[src/rtl/vga_pkg.sv]
// vga_pkg: shared timing constants, framebuffer defaults, colour-bar table and constant shift-add multiply.
package vga_pkg;
    localparam int H_FRAME_WIDTH  = 1280;
    localparam int V_FRAME_HEIGHT = 1024;
    localparam int H_MAX          = 1688;
    localparam int V_MAX          = 1066;
    localparam int DEF_FB_W       = 320;
    localparam int DEF_FB_H       = 256;
    localparam int DEF_COLOR_W    = 12;
    localparam int ADDR_W         = 17;
    localparam int CNT_W          = 11;

    // index 0 is the leftmost bar: white, yellow, cyan, green, magenta, red, blue, black
    localparam logic [7:0][11:0] BAR_COLOR = {
        12'h000, 12'h00F, 12'hF00, 12'hF0F, 12'h0F0, 12'h0FF, 12'hFF0, 12'hFFF
    };

    function automatic logic [ADDR_W-1:0] mul_const(input logic [ADDR_W-1:0] a, input int k);
        logic [ADDR_W-1:0] s;
        s = '0;
        for (int i = 0; i < ADDR_W; i++)
            if (k[i]) s = s + (a << i);
        return s;
    endfunction
endpackage

[src/rtl/vga_delay_line.sv]
// vga_delay_line: fixed DEPTH-stage register delay with asynchronous active-low clear.
module vga_delay_line #(
    parameter int DEPTH = 2,
    parameter int WIDTH = 5
) (
    input  logic             i_clk,
    input  logic             i_rst_n,
    input  logic [WIDTH-1:0] i_d,
    output logic [WIDTH-1:0] o_q
);
    logic [WIDTH-1:0] r_pipe [DEPTH];

    always_ff @(posedge i_clk or negedge i_rst_n) begin
        if (!i_rst_n) begin
            for (int i = 0; i < DEPTH; i++) r_pipe[i] <= '0;
        end else begin
            r_pipe[0] <= i_d;
            for (int i = 1; i < DEPTH; i++) r_pipe[i] <= r_pipe[i-1];
        end
    end

    assign o_q = r_pipe[DEPTH-1];
endmodule

[src/rtl/vga_pixel_fetch.sv]
// vga_pixel_fetch: 4x-scaled framebuffer fetch with sideband aligned to the fixed read latency.
// Defining VGA_TEST_PATTERN_EN adds test_mode_i and an 8-bar colour pattern that replaces reads.
module vga_pixel_fetch
    import vga_pkg::*;
#(
    parameter int RD_LAT  = 2,
    parameter int FB_W    = DEF_FB_W,
    parameter int FB_H    = DEF_FB_H,
    parameter int COLOR_W = DEF_COLOR_W
) (
    input  logic               pixel_clk_i,
    input  logic               rst_ni,
`ifdef VGA_TEST_PATTERN_EN
    input  logic               test_mode_i,
`endif
    input  logic [CNT_W-1:0]   h_count_i,
    input  logic [CNT_W-1:0]   v_count_i,
    input  logic               h_sync_i,
    input  logic               v_sync_i,
    input  logic               active_i,
    output logic               rd_req_o,
    output logic [ADDR_W-1:0]  rd_addr_o,
    input  logic [COLOR_W-1:0] rd_data_i,
    output logic [COLOR_W-1:0] rgb_o,
    output logic               h_sync_o,
    output logic               v_sync_o,
    output logic               active_o,
    output logic               frame_start_o
);
`ifdef VGA_TEST_PATTERN_EN
    localparam int SB_W = 10;
`else
    localparam int SB_W = 5;
`endif

    logic [8:0]         w_hq, w_vq;
    logic               w_in_fb, w_req, w_fs;
    logic [ADDR_W-1:0]  w_addr, r_addr;
    logic [SB_W-1:0]    w_sb, r_sb, w_dl;
    logic [COLOR_W-1:0] w_fb, w_rgb, r_rgb;
    logic [3:0]         r_out;

    assign w_hq    = h_count_i[CNT_W-1:2];
    assign w_vq    = v_count_i[CNT_W-1:2];
    assign w_in_fb = (int'(w_vq) < FB_H) && (int'(w_hq) < FB_W);
    assign w_addr  = mul_const(ADDR_W'(w_vq), FB_W) + ADDR_W'(w_hq);
    assign w_fs    = (h_count_i == '0) && (v_count_i == '0) && active_i;

    // sideband word: [0] hsync, [1] vsync, [2] active, [3] req, [4] frame start
`ifdef VGA_TEST_PATTERN_EN
    logic [11:0] w_bar;
    assign w_req = active_i && w_in_fb && !test_mode_i;
    assign w_sb  = {test_mode_i, h_count_i[10:7], w_fs, w_req, active_i, v_sync_i, h_sync_i};
    assign w_bar = w_dl[8] ? 12'h000 : BAR_COLOR[w_dl[7:5]];
    assign w_rgb = w_dl[9] ? (w_dl[2] ? COLOR_W'(w_bar) : '0) : w_fb;
`else
    assign w_req = active_i && w_in_fb;
    assign w_sb  = {w_fs, w_req, active_i, v_sync_i, h_sync_i};
    assign w_rgb = w_fb;
`endif

    always_ff @(posedge pixel_clk_i or negedge rst_ni) begin
        if (!rst_ni) begin
            r_sb   <= '0;
            r_addr <= '0;
        end else begin
            r_sb <= w_sb;
            if (w_req) r_addr <= w_addr;
        end
    end

    vga_delay_line #(.DEPTH(RD_LAT), .WIDTH(SB_W)) u_dl (
        .i_clk   (pixel_clk_i),
        .i_rst_n (rst_ni),
        .i_d     (r_sb),
        .o_q     (w_dl)
    );

    assign w_fb = (w_dl[2] && w_dl[3]) ? rd_data_i : '0;

    always_ff @(posedge pixel_clk_i or negedge rst_ni) begin
        if (!rst_ni) begin
            r_rgb <= '0;
            r_out <= '0;
        end else begin
            r_rgb <= w_rgb;
            r_out <= {w_dl[4], w_dl[2:0]};
        end
    end

    assign rd_req_o      = r_sb[3];
    assign rd_addr_o     = r_addr;
    assign rgb_o         = r_rgb;
    assign h_sync_o      = r_out[0];
    assign v_sync_o      = r_out[1];
    assign active_o      = r_out[2];
    assign frame_start_o = r_out[3];
endmodule
[config.mk]
export PLATFORM = sky130hd
export DESIGN_NAME = vga_pixel_fetch
export DESIGN_NICKNAME = d
export VERILOG_FILES = /design/src/rtl/vga_pkg.sv /design/src/rtl/vga_delay_line.sv /design/src/rtl/vga_pixel_fetch.sv
export SDC_FILE = /design/constraint.sdc
export NUM_CORES = 1
export LEC_CHECK = 0
export ABC_AREA = 1
export BUFFER_PORTS_ARGS = -buffer_cell sky130_fd_sc_hd__buf_2
export CORE_MARGIN = 3
export CORE_UTILIZATION = 54
export CTS_CLUSTER_SIZE = 12
export DETAILED_ROUTE_END_ITERATION = 8
export HOLD_SLACK_MARGIN = 0.03
export PLACE_DENSITY = 0.9
export RECOVER_POWER = 50
export SLEW_MARGIN = 20
export SYNTH_ARGS = -nofsm -noshare
export SYNTH_HDL_FRONTEND = slang
export SYNTH_SLANG_ARGS = --single-unit
[constraint.sdc]
create_clock -name pixel_clk_i -period 1.6 [get_ports pixel_clk_i]
set_input_delay 0.08 -clock pixel_clk_i [delete_from_list [all_inputs] [get_ports pixel_clk_i]]
set_output_delay 0.08 -clock pixel_clk_i [all_outputs]
set_load 0.01 [all_outputs]
==> impl_metrics.csv, run 1 <==
group,metric,value,unit
setup_path,worstSetupStartpointType,"primary input",
floorplanning,initial_core_util,57.9,%
yosys,synth_cell_type_count,22,
grt,use_met3,5.07,%
timing,setup_repair_after_global_routing_missed_its_margin,"false",
yosys,muxShareOfSynthArea,0,%
job,max_cap_violations,0,
timing,max_slew.worst_pin.slew,1.10,ns
grt,overflow,0,
drt,count_of_antenna_violating_nets_left_after_detailed_routing,0,
yosys,yosysMostFrequentCell,"sky130_fd_sc_hd__nand2_1",
setup_path,ff2ff_path_depth,2,
setup_path,critical_path.reg2reg.endpoint,"rgb_o[4]$_DFF_PN0_",
yosys,synth_top_family_by_area,"simple AND/OR/NAND/NOR gates",
pwr,power_internal,2.11,mW
setup_path,regToRegStartpoint,"u_dl.o_q[2]$_DFF_PN0_",
grt,grt_start_max_net_pins,49,
cts,cts_buffer_depth,2,
yosys,synthesized_nets,284,
setup_path,cp_max_fo,3,
cts,clkSlewWorstSetupHoldPaths,0.09,ns
floorplanning,core,0.00377,sq mm
finish,layout.nets,385,
timing,total_count_of_hold_check_failures_in_the_final_report,0,
drt,route.final.wire_length,5220,microns
yosys,synth_top_cells_by_count,"sky130_fd_sc_hd__nand2_1, sky130_fd_sc_hd__dfrtp_1, sky130_fd_sc_hd__inv_1",
finish,post_route_cells_drive_above_1_share,32.3,%
placement,placement.setup.worst_slack,-0.197,ns
pwr,share_clk_of_total_power,29.4,%
grt,use_met1,27.4,%
drt,total_via_count_in_the_routed_design,1852,
setup_path,cp_data_required_time,1.79,ns
setup_path,critical_path_endpoint,"rd_addr_o[13]$_DFFE_PN0P_",
finish,insertedDiodeCount,0,
pwr,total_switching_power,0.851,mW
pwr,p_comb_share,23.7,%
yosys,synthAdderAreaFrac,11.6,%
cts,cts_buffers,5,
yosys,postSynthRegisterBits,48,
timing,hold_slack,0.0372,ns
floorplanning,die_width,69.6,microns
drt,drt_pass1_iterations,4,
timing,max_slew_violations,0,
timing,setup_viol,0,
yosys,post_synth_instance_area,0.00218,sq mm
drt,drt-wirelength-per-cell,13.9,microns
drt,drc,0,
cts,tritoncts,"done",
timing,maxSlewHeadroom,26.5,%
timing,fin_crit,1.46,ns
setup_path,critical_path_class,"in2reg",
grt,first_pass_grt_wire_length,8930,microns
yosys,post_synth_edffs,0,
grt,globalRoute.busiestLayer,"met2",
grt,via_count_of_the_first_global_routing_pass,1974,
yosys,synth_ff_type,"sky130_fd_sc_hd__dfrtp_1",
placement,detailedPlacementHpwl,3500,microns
timing,clock.fmax,684,MHz
yosys,synth_seq_area_share,55.0,%
setup_path,crit_start,"v_count_i[4]",
cts,clock_tree.root_cell,"sky130_fd_sc_hd__clkbuf_8",
setup_path,timing.critical_path.arrival,1.65,ns
yosys,async_flop_share,100,%
pwr,power_density,1010,mW/mm^2
drt,drt-initial-drc-count,97,
yosys,yosys.area_share.simple,20.0,%
pwr,max-vdd-ir-drop,423,uV
yosys,yosysWarnings,0,
yosys,syn_inst,226,
cts,ctsHtreeMaxLevel,2,
worst_hold_path,worstHoldPathType,"in2reg",
placement,buffer_ports.inserted,72,
setup_path,setup.reg_to_reg.worst_slack,0.63,ns
finish,area.growth.synth_to_final,34.4,%
grt,groute.layer.met2.usage,42.8,%
setup_path,endpoint_kind,"flop",
yosys,synth.largest_area_cell,"sky130_fd_sc_hd__dfrtp_1",
yosys,netlist_top_cells_area,"sky130_fd_sc_hd__dfrtp_1, sky130_fd_sc_hd__ha_1, sky130_fd_sc_hd__nand2_1",
drt,avgViaCountPerCell,4.93,
run_status,outcome,"completed",
placement,place_congestion,0.829,
floorplanning,core.rowCount,22,
grt,initial_antenna_violation_count,0,
yosys,synth.top_cell.area_share,55.0,%
worst_hold_path,hold_path_startpoint,"h_count_i[1]",
cts,cts.repair_timing.setup_buffer_count,0,
cts,cts_num_sinks,48,
grt,grt_use_total,23.3,%
floorplanning,fp.dieH,69.6,microns
floorplanning,num_io_pins,73,
floorplanning,fp.dieArea,0.00484,sq mm
cts,clkLatencyLatePin,0.29,ns
timing,finalClockSkew,0.00836,ns
timing,min_period_over_period,91.4,%
pwr,netSwitchingFraction,28.8,%
pwr,share_seq_of_total_power,46.9,%
yosys,synth_area_per_cell,9.67,sq um
timing,worst_slack,0.138,ns
yosys,synth-compound-area-share,4.52,%
pwr,total_leakage_power,1.71,nW
yosys,post_synth_xor_area_fraction,1.20,%
layer usage:
layer	share of wire [%]	up-vias	wire length, microns
met1	40	867	2110
li1	-	900	-
met2	52	81	2710
met3	6.7	4	351
met4	0.88	0	46
met5	0	-	0
registers in the layout, indices dropped and copies added, names as in the netlist:
name and count:
r_out 4, r_sb 5, rd_addr_o 17, rgb_o 12
u_dl.o_q 5, u_dl.r_pipe 5
layout by cell type, fill, tap and decap left out, types with 2 or more instances in the layout:
master,instances
sky130_fd_sc_hd__dfrtp_1,48
sky130_fd_sc_hd__nor2_2,2
sky130_fd_sc_hd__a21oi_1,4
sky130_fd_sc_hd__nor3_1,2
sky130_fd_sc_hd__ha_1,17
sky130_fd_sc_hd__o21ai_2,8
sky130_fd_sc_hd__xnor2_1,3
sky130_fd_sc_hd__dlygate4sd3_1,17
sky130_fd_sc_hd__nand2_2,4
sky130_fd_sc_hd__nor4_1,2
sky130_fd_sc_hd__nand3b_1,2
sky130_fd_sc_hd__clkbuf_8,5
sky130_fd_sc_hd__nand3_1,12
sky130_fd_sc_hd__nand2_1,53
sky130_fd_sc_hd__buf_4,7
sky130_fd_sc_hd__inv_1,36
sky130_fd_sc_hd__nor2_1,22
sky130_fd_sc_hd__buf_2,71
critical path, cell delays in order:
cell	delay (ns)
sky130_fd_sc_hd__buf_2	0.09
sky130_fd_sc_hd__inv_1	0.05
sky130_fd_sc_hd__fa_1	0.54
sky130_fd_sc_hd__inv_1	0.06
sky130_fd_sc_hd__fa_2	0.35
sky130_fd_sc_hd__nand2_2	0.08
sky130_fd_sc_hd__nand2_2	0.07
sky130_fd_sc_hd__nand3b_1	0.11
sky130_fd_sc_hd__nand3b_1	0.09
sky130_fd_sc_hd__nand3_1	0.09
sky130_fd_sc_hd__nand2_1	0.05
kinds of logic (layout without fill, tap and decap cells):
| kind of cell | count (synthesis) | after routing |
|---|---|---|
| AO/OA/AOI/OAI | 13 | 13 |
| XOR/XNOR | 3 | 3 |
| adder cells (fa/ha/maj) | 19 | 19 |
| buffers and inverters | 40 | 142 |
| flip-flops | 48 | 48 |
| AND/OR/NAND/NOR | 103 | 103 |
what timing repair did:
action	in CTS	in global routing
gates resized for setup	0	4
hold buffers	17	0
endpoints found under the hold margin	64	0
setup endpoints to repair	0	4
power groups by stage:
stage | logic [mW] | clock network (mW) | registers, mW
floorplan | 0.318 | 0 | 1.46
global placement | 0.636 | 0 | 1.40
detailed placement | 0.660 | 0 | 1.41
CTS | 0.699 | 0.885 | 1.39
global route | 0.783 | 0.937 | 1.40
finish | 0.700 | 0.870 | 1.39
per-stage QoR:
stage          instances  util, %  TNS [ns]  cell area, sq um  power [mW]
2_1_floorplan        226        -         0              2190        1.78
3_3_place_gp         351     70.4    -0.738              2650        2.04
3_5_place_dp         351     70.4     -1.36              2650        2.07
4_1_cts              376     77.9         0              2940        2.97
5_1_grt              376     77.8         0              2940        3.12
6_report             376     77.8         0              2940        2.96
how the worst min path moves through the flow:
stage                         endpoint  cells after the start
finish               r_sb[4]$_DFF_PN0_                      4
CTS                  r_sb[4]$_DFF_PN0_                      4
floorplan           r_out[0]$_DFF_PN0_                      0
global route         r_sb[4]$_DFF_PN0_                      4
global placement    r_out[0]$_DFF_PN0_                      2
detailed placement  r_out[1]$_DFF_PN0_                      2
layout make-up:
cell class	instances	area, sq um
flip-flops and latches	48	1200
fillers	240	836
multi-input cells	138	831
repair buffers	97	587
inverters	37	141
clock buffers	5	68.8
well taps	48	60.1
clock inverters	3	46.3
(Power assumes the default switching activity.)
==> inputs of run 2 (changes only) <==
Settings changed: CORE_ASPECT_RATIO set to 0.75, CORE_UTILIZATION 54 to 53, GPL_ROUTABILITY_DRIVEN set to 1, PLACE_DENSITY 0.9 to 0.88.
==> impl_metrics.csv, run 2 (synthesized netlist as in run 1, its figures left out) <==
group,metric,value,unit
placement,buffer_ports.inserted,72,
setup_path,setup.reg_to_reg.worst_slack,0.71,ns
grt,grt_start_max_net_pins,27,
timing,total_count_of_hold_check_failures_in_the_final_report,0,
grt,via_count_of_the_first_global_routing_pass,1746,
timing,setup_viol,0,
timing,fin_crit,1.48,ns
pwr,p_comb_share,24.1,%
setup_path,ff2ff_path_depth,2,
finish,layout.nets,384,
cts,cts_num_sinks,48,
timing,finalClockSkew,0.00148,ns
setup_path,critical_path_class,"in2reg",
placement,placed_cell_area,0.00265,sq mm
drt,avgViaCountPerCell,4.69,
setup_path,worstSetupStartpointType,"primary input",
pwr,post_layout_power,2.80,mW
grt,first_pass_grt_wire_length,7660,microns
worst_hold_path,hold_path_startpoint,"h_count_i[0]",
setup_path,bufs_and_invs_on_worst_path,3,
grt,initial_antenna_violation_count,0,
pwr,power_internal,1.98,mW
placement,place_congestion,0.829,
drt,total_via_count_in_the_routed_design,1777,
floorplanning,num_io_pins,73,
pwr,share_clk_of_total_power,26.4,%
setup_path,timing.critical_path.mode_cell,"sky130_fd_sc_hd__nand2_1",
cts,cts_buffer_depth,2,
grt,grt_use_total,20.6,%
drt,drt-initial-drc-count,52,
grt,overflow,0,
setup_path,cell_family_with_most_cp_delay,"adder cells",
setup_path,cp_max_fo,3,
worst_hold_path,worst_hold_path.num_cells,4,
timing,worst_slack,0.119,ns
timing,max_slew.worst_pin.slew,1.03,ns
worst_hold_path,hold_end,"r_sb[4]$_DFF_PN0_",
finish,mostFrequentLayoutCell,"sky130_fd_sc_hd__buf_2",
timing,min_period_over_period,92.5,%
cts,cts_buffers,5,
run_status,outcome,"completed",
pwr,total_switching_power,0.819,mW
setup_path,timing.critical_path.slowest_stage_cell,"sky130_fd_sc_hd__fa_1",
drt,drt_pass1_iterations,4,
finish,area.growth.synth_to_final,32.2,%
floorplanning,core,0.00380,sq mm
pwr,netSwitchingFraction,29.2,%
timing,maxSlewHeadroom,31.5,%
cts,tritoncts,"done",
drt,drt-wirelength-per-cell,12.4,microns
floorplanning,core.rowCount,19,
finish,mostFrequentLayoutCells,"sky130_fd_sc_hd__buf_2, sky130_fd_sc_hd__nand2_1, sky130_fd_sc_hd__dfrtp_1",
setup_path,max_stage_delay,0.54,ns
floorplanning,die_width,80.1,microns
cts,cts-resized-gates,0,
placement,placement.setup.worst_slack,-0.210,ns
worst_hold_path,worstHoldPathType,"in2reg",
floorplanning,fp.dieArea,0.00494,sq mm
cts,clkLatencyLatePin,0.29,ns
cts,clkSlewWorstSetupHoldPaths,0.09,ns
setup_path,timing.critical_path.arrival,1.67,ns
setup_path,cp_data_required_time,1.79,ns
placement,numPlacedInstances,355,
timing,max_slew_violations,0,
pwr,power_density,970,mW/mm^2
timing,hold_slack,0.0516,ns
timing,clock.fmax,675,MHz
setup_path,critical_path.reg2reg.endpoint,"rgb_o[0]$_DFF_PN0_",
finish,instances_no_fill,379,
job,max_cap_violations,0,
finish,largest_register_ffs,17,
setup_path,worstPathCellList,"buf_2 -> inv_1 -> fa_1 -> inv_1 -> fa_2 -> nand2_1 -> nand2_1 -> nand3b_1 -> nand3b_1 -> nand3_1 -> nand2_1",
drt,count_of_antenna_violating_nets_left_after_detailed_routing,0,
finish,insertedDiodeCount,0,
finish,stdcell_area,0.00289,sq mm
floorplanning,initial_core_util,57.4,%
drt,drc,0,
cts,ctsHtreeMaxLevel,2,
finish,post_route_cells_drive_above_1_share,27.8,%
timing,setup_repair_after_global_routing_missed_its_margin,"false",
finish,utilization,75.9,%
setup_path,endpoint_kind,"flop",
floorplanning,fp.dieH,61.6,microns
cts,clock_tree.root_cell,"sky130_fd_sc_hd__clkbuf_8",
placement,detailedPlacementHpwl,3420,microns
drt,route.final.wire_length,4710,microns
pwr,share_seq_of_total_power,49.5,%
timing,finalSetupTns,0,ns
pwr,max-vdd-ir-drop,575,uV
pwr,total_leakage_power,1.66,nW
setup_path,regToRegStartpoint,"u_dl.o_q[2]$_DFF_PN0_",
==> run 2: changes by cell type in the layout (fill, tap and decap cells not counted), sizes merged <==
cell and change:
buf -11, bufinv -1, dlygate4sd3 -1, clkinv +1, clkinvlp -1, clkbuf +12
==> run 2: cell type report <==
| cell class | count | area (sq um) |
|---|---|---|
| clock inverter | 2 | 13.8 |
| multi-input combinational | 138 | 818 |
| inverter | 37 | 141 |
| timing repair buffer | 96 | 566 |
| fill | 271 | 916 |
| tap | 52 | 65.1 |
| clock buffer | 6 | 82.6 |
| sequential | 48 | 1200 |
==> run 2: what timing repair did <==
item                                   in CTS  in global routing
endpoints found under the hold margin      33                  0
hold buffers                               16                  0
buffers inserted                            0                  0
setup endpoints to repair                   0                  0
==> run 2: tightest hold or removal path, delay by kind of cell <==
kind | cells | cell delay (ns)
simple gates | 3 | 0.14
buf+inv | 1 | 0.07
==> run 2: metal layers <==
metal	part of all wire (%)	vias to the layer above	track usage (%)
li1	-	902	-
met1	45	803	26.1
met2	46	65	35.7
met3	7.8	7	5.56
met4	1.1	0	5.30
met5	0	-	0
==> run 2: power groups by stage <==
stage,Sequential (mW),Combinational [mW],Clock (mW)
after floorplan,1.46,0.318,0
after global placement,1.41,0.628,0
after detailed placement,1.41,0.650,0
after CTS,1.39,0.683,0.758
after global routing,1.41,0.763,0.806
final,1.39,0.674,0.739
==> run 2: worst max-delay path by stage <==
| stage | from | to | slack [ns] | depth (start not counted) |
|---|---|---|---|---|
| finish | h_count_i[10] | rd_addr_o[13]$_DFFE_PN0P_ | 0.12 | 11 |
| global route | h_count_i[10] | rd_addr_o[13]$_DFFE_PN0P_ | 0.01 | 11 |
| CTS | h_count_i[10] | rd_addr_o[15]$_DFFE_PN0P_ | 0.11 | 11 |
| detailed placement | h_count_i[10] | rd_addr_o[15]$_DFFE_PN0P_ | -0.21 | 11 |
| global placement | h_count_i[10] | rd_addr_o[15]$_DFFE_PN0P_ | -0.14 | 11 |
| floorplan | h_count_i[10] | rd_addr_o[15]$_DFFE_PN0P_ | 0.01 | 10 |
==> inputs of run 3 (changes only) <==
Settings changed: SYNTH_HIERARCHICAL set to 1.
==> impl_metrics.csv, run 3 <==
group,metric,value,unit
run_status,outcome,"completed",
timing,finalSetupTns,0,ns
pwr,total_leakage_power,1.73,nW
cts,cts_num_sinks,48,
finish,insertedDiodeCount,0,
finish,layout.nets,386,
timing,clock.fmax,664,MHz
timing,fin_crit,1.51,ns
setup_path,cp_data_required_time,1.79,ns
timing,max_slew_violations,0,
grt,overflow,0,
drt,drt-wirelength-per-cell,12.2,microns
setup_path,worstSetupStartpointType,"primary input",
grt,first_pass_grt_wire_length,7270,microns
grt,grt_use_total,19.1,%
cts,cts_buffer_depth,2,
pwr,max-vdd-ir-drop,923,uV
yosys,yosysWarnings,6,
finish,mostFrequentLayoutCell,"sky130_fd_sc_hd__buf_2",
placement,place_congestion,0.802,
finish,mostFrequentLayoutCells,"sky130_fd_sc_hd__buf_2, sky130_fd_sc_hd__nand2_1, sky130_fd_sc_hd__dfrtp_1",
cts,ctsHtreeMaxLevel,2,
cts,clkSlewWorstSetupHoldPaths,0.09,ns
yosys,synth.top_cell.area_share,54.2,%
setup_path,critical_path_class,"in2reg",
setup_path,endpoint_kind,"flop",
yosys,yosysMostFrequentCell,"sky130_fd_sc_hd__nand2_1",
timing,maxSlewHeadroom,26.3,%
pwr,post_layout_power,3.10,mW
yosys,synth_area_per_cell,9.59,sq um
timing,min_period_over_period,94.1,%
yosys,post_synth_edffs,0,
timing,max_slew.worst_pin.slew,1.10,ns
timing,setup_viol,0,
floorplanning,num_io_pins,73,
yosys,synth.largest_area_cell,"sky130_fd_sc_hd__dfrtp_1",
timing,total_count_of_hold_check_failures_in_the_final_report,0,
finish,register_area,0.00120,sq mm
finish,multi_input_logic_area,828,sq um
finish,largest_register_ffs,17,
worst_hold_path,worstHoldPathType,"in2reg",
grt,grt_start_max_net_pins,29,
cts,cts_buffers,5,
grt,initial_antenna_violation_count,0,
yosys,synthesized_nets,289,
yosys,postSynthRegisterBits,48,
timing,finalClockSkew,0.00684,ns
drt,route.final.wire_length,4660,microns
floorplanning,die_width,80.6,microns
placement,detailedPlacementHpwl,3370,microns
yosys,post_synth_instance_area,0.00221,sq mm
drt,avgViaCountPerCell,4.65,
drt,total_via_count_in_the_routed_design,1771,
drt,drt-initial-drc-count,54,
setup_path,timing.critical_path.arrival,1.69,ns
yosys,synth_ff_type,"sky130_fd_sc_hd__dfrtp_1",
cts,tritoncts,"done",
pwr,power_density,1040,mW/mm^2
finish,final.fill_count,257,
finish,area.growth.synth_to_final,34.5,%
finish,post_route_cells_drive_above_1_share,32.5,%
drt,drc,0,
floorplanning,core.rowCount,19,
cts,clkLatencyLatePin,0.29,ns
drt,count_of_antenna_violating_nets_left_after_detailed_routing,0,
yosys,synth_top_cells_by_count,"sky130_fd_sc_hd__nand2_1, sky130_fd_sc_hd__dfrtp_1, sky130_fd_sc_hd__inv_1",
floorplanning,fp.dieArea,0.00500,sq mm
yosys,synth_cell_type_count,22,
yosys,async_flop_share,100,%
grt,via_count_of_the_first_global_routing_pass,1675,
floorplanning,fp.dieH,62.0,microns
setup_path,cp_max_fo,3,
floorplanning,initial_core_util,57.9,%
placement,buffer_ports.inserted,72,
yosys,netlist_top_cells_area,"sky130_fd_sc_hd__dfrtp_1, sky130_fd_sc_hd__nand2_1, sky130_fd_sc_hd__ha_1",
cts,cts.repair_timing.setup_buffer_count,0,
cts,clock_tree.root_cell,"sky130_fd_sc_hd__clkbuf_8",
floorplanning,core,0.00383,sq mm
drt,drt_pass1_iterations,4,
yosys,synth_seq_area_share,54.2,%
job,max_cap_violations,0,
yosys,syn_inst,231,
## run 3: cell types whose count changed after synthesis, sizes merged
cell  previous run  this run
buf              2         7
## run 3: critical path, cell delays in order
cell	delay, ns
sky130_fd_sc_hd__buf_2	0.10
sky130_fd_sc_hd__inv_2	0.04
sky130_fd_sc_hd__fa_1	0.56
sky130_fd_sc_hd__inv_2	0.06
sky130_fd_sc_hd__fa_2	0.38
sky130_fd_sc_hd__nand2_2	0.10
sky130_fd_sc_hd__nand2_4	0.06
sky130_fd_sc_hd__nand3b_1	0.11
sky130_fd_sc_hd__nand3b_1	0.08
sky130_fd_sc_hd__nand3_1	0.08
sky130_fd_sc_hd__nand2_1	0.05
## run 3: cell families (layout without fill, tap and decap cells)
logic type      after synthesis  after routing  share of synthesized area (%)
fa+ha+maj                    19             19                           11.4
compound gates               13             13                           4.12
buf+inv                      45            143                           9.27
flops                        48             48                           54.2
simple gates                103            103                           19.8
xor+xnor                      3              3                           1.19
## run 3: what timing repair did
item | in CTS | in global routing
hold endpoints to repair | 35 | 0
hold buffers | 16 | 0
setup endpoints to repair | 0 | 4
resized for setup | 0 | 7
## run 3: final cells by class
type	count	area share (%)
Sequential cell	48	40.3
Multi-Input combinational cell	138	27.8
Timing Repair Buffer	98	20.3
Inverter	37	4.75
Clock buffer	5	2.31
Clock inverter	3	2.31
Tap cell	52	2.18
## run 3: routing by layer
layer | wire length, microns | up-vias | GRT usage (%)
met4 | 9 | 0 | 3.37
met2 | 2320 | 58 | 34.8
li1 | - | 904 | -
met5 | 0 | - | 0
met1 | 1990 | 807 | 24.2
met3 | 332 | 2 | 4.18
## run 3: stage by stage
stage / util (%) / instances / setup slack (ns) / hold WS (ns) / instance area, sq um
floorplan: - / 231 / 0.0150 / -0.216 / 2220
global placement: 69.7 / 357 / -0.146 / 0.0550 / 2670
detailed placement: 69.7 / 357 / -0.237 / 0.0589 / 2670
CTS: 77.4 / 381 / 0.0796 / 0.0459 / 2960
global route: 77.8 / 381 / -0.0156 / 0.0504 / 2980
finish: 77.8 / 381 / 0.0936 / 0.0552 / 2980
## run 3: report_power, final
group / switching (mW) / total (mW) / internal [mW]
Combinational: 0.378 / 0.692 / 0.313
Sequential: 0.0560 / 1.39 / 1.33
Clock: 0.397 / 1.03 / 0.629
Total: 0.831 / 3.10 / 2.27
## run 3: worst paths after layout
path                            slack, ns                         to                   from  cells past startpoint
worst max-delay path                 0.09  rd_addr_o[13]$_DFFE_PN0P_           v_count_i[4]                     11
worst min-delay path                 0.06          r_sb[4]$_DFF_PN0_           h_count_i[0]                      4
worst max register to register       0.70         rgb_o[6]$_DFF_PN0_  u_dl/o_q[2]$_DFF_PN0_                      2
worst min register to register       0.35         r_out[1]$_DFF_PN0_  u_dl/o_q[1]$_DFF_PN0_                      0
max in group asynchronous            0.37  rd_addr_o[11]$_DFFE_PN0P_                 rst_ni                      3
min in group asynchronous            0.53         rgb_o[5]$_DFF_PN0_                 rst_ni                      2
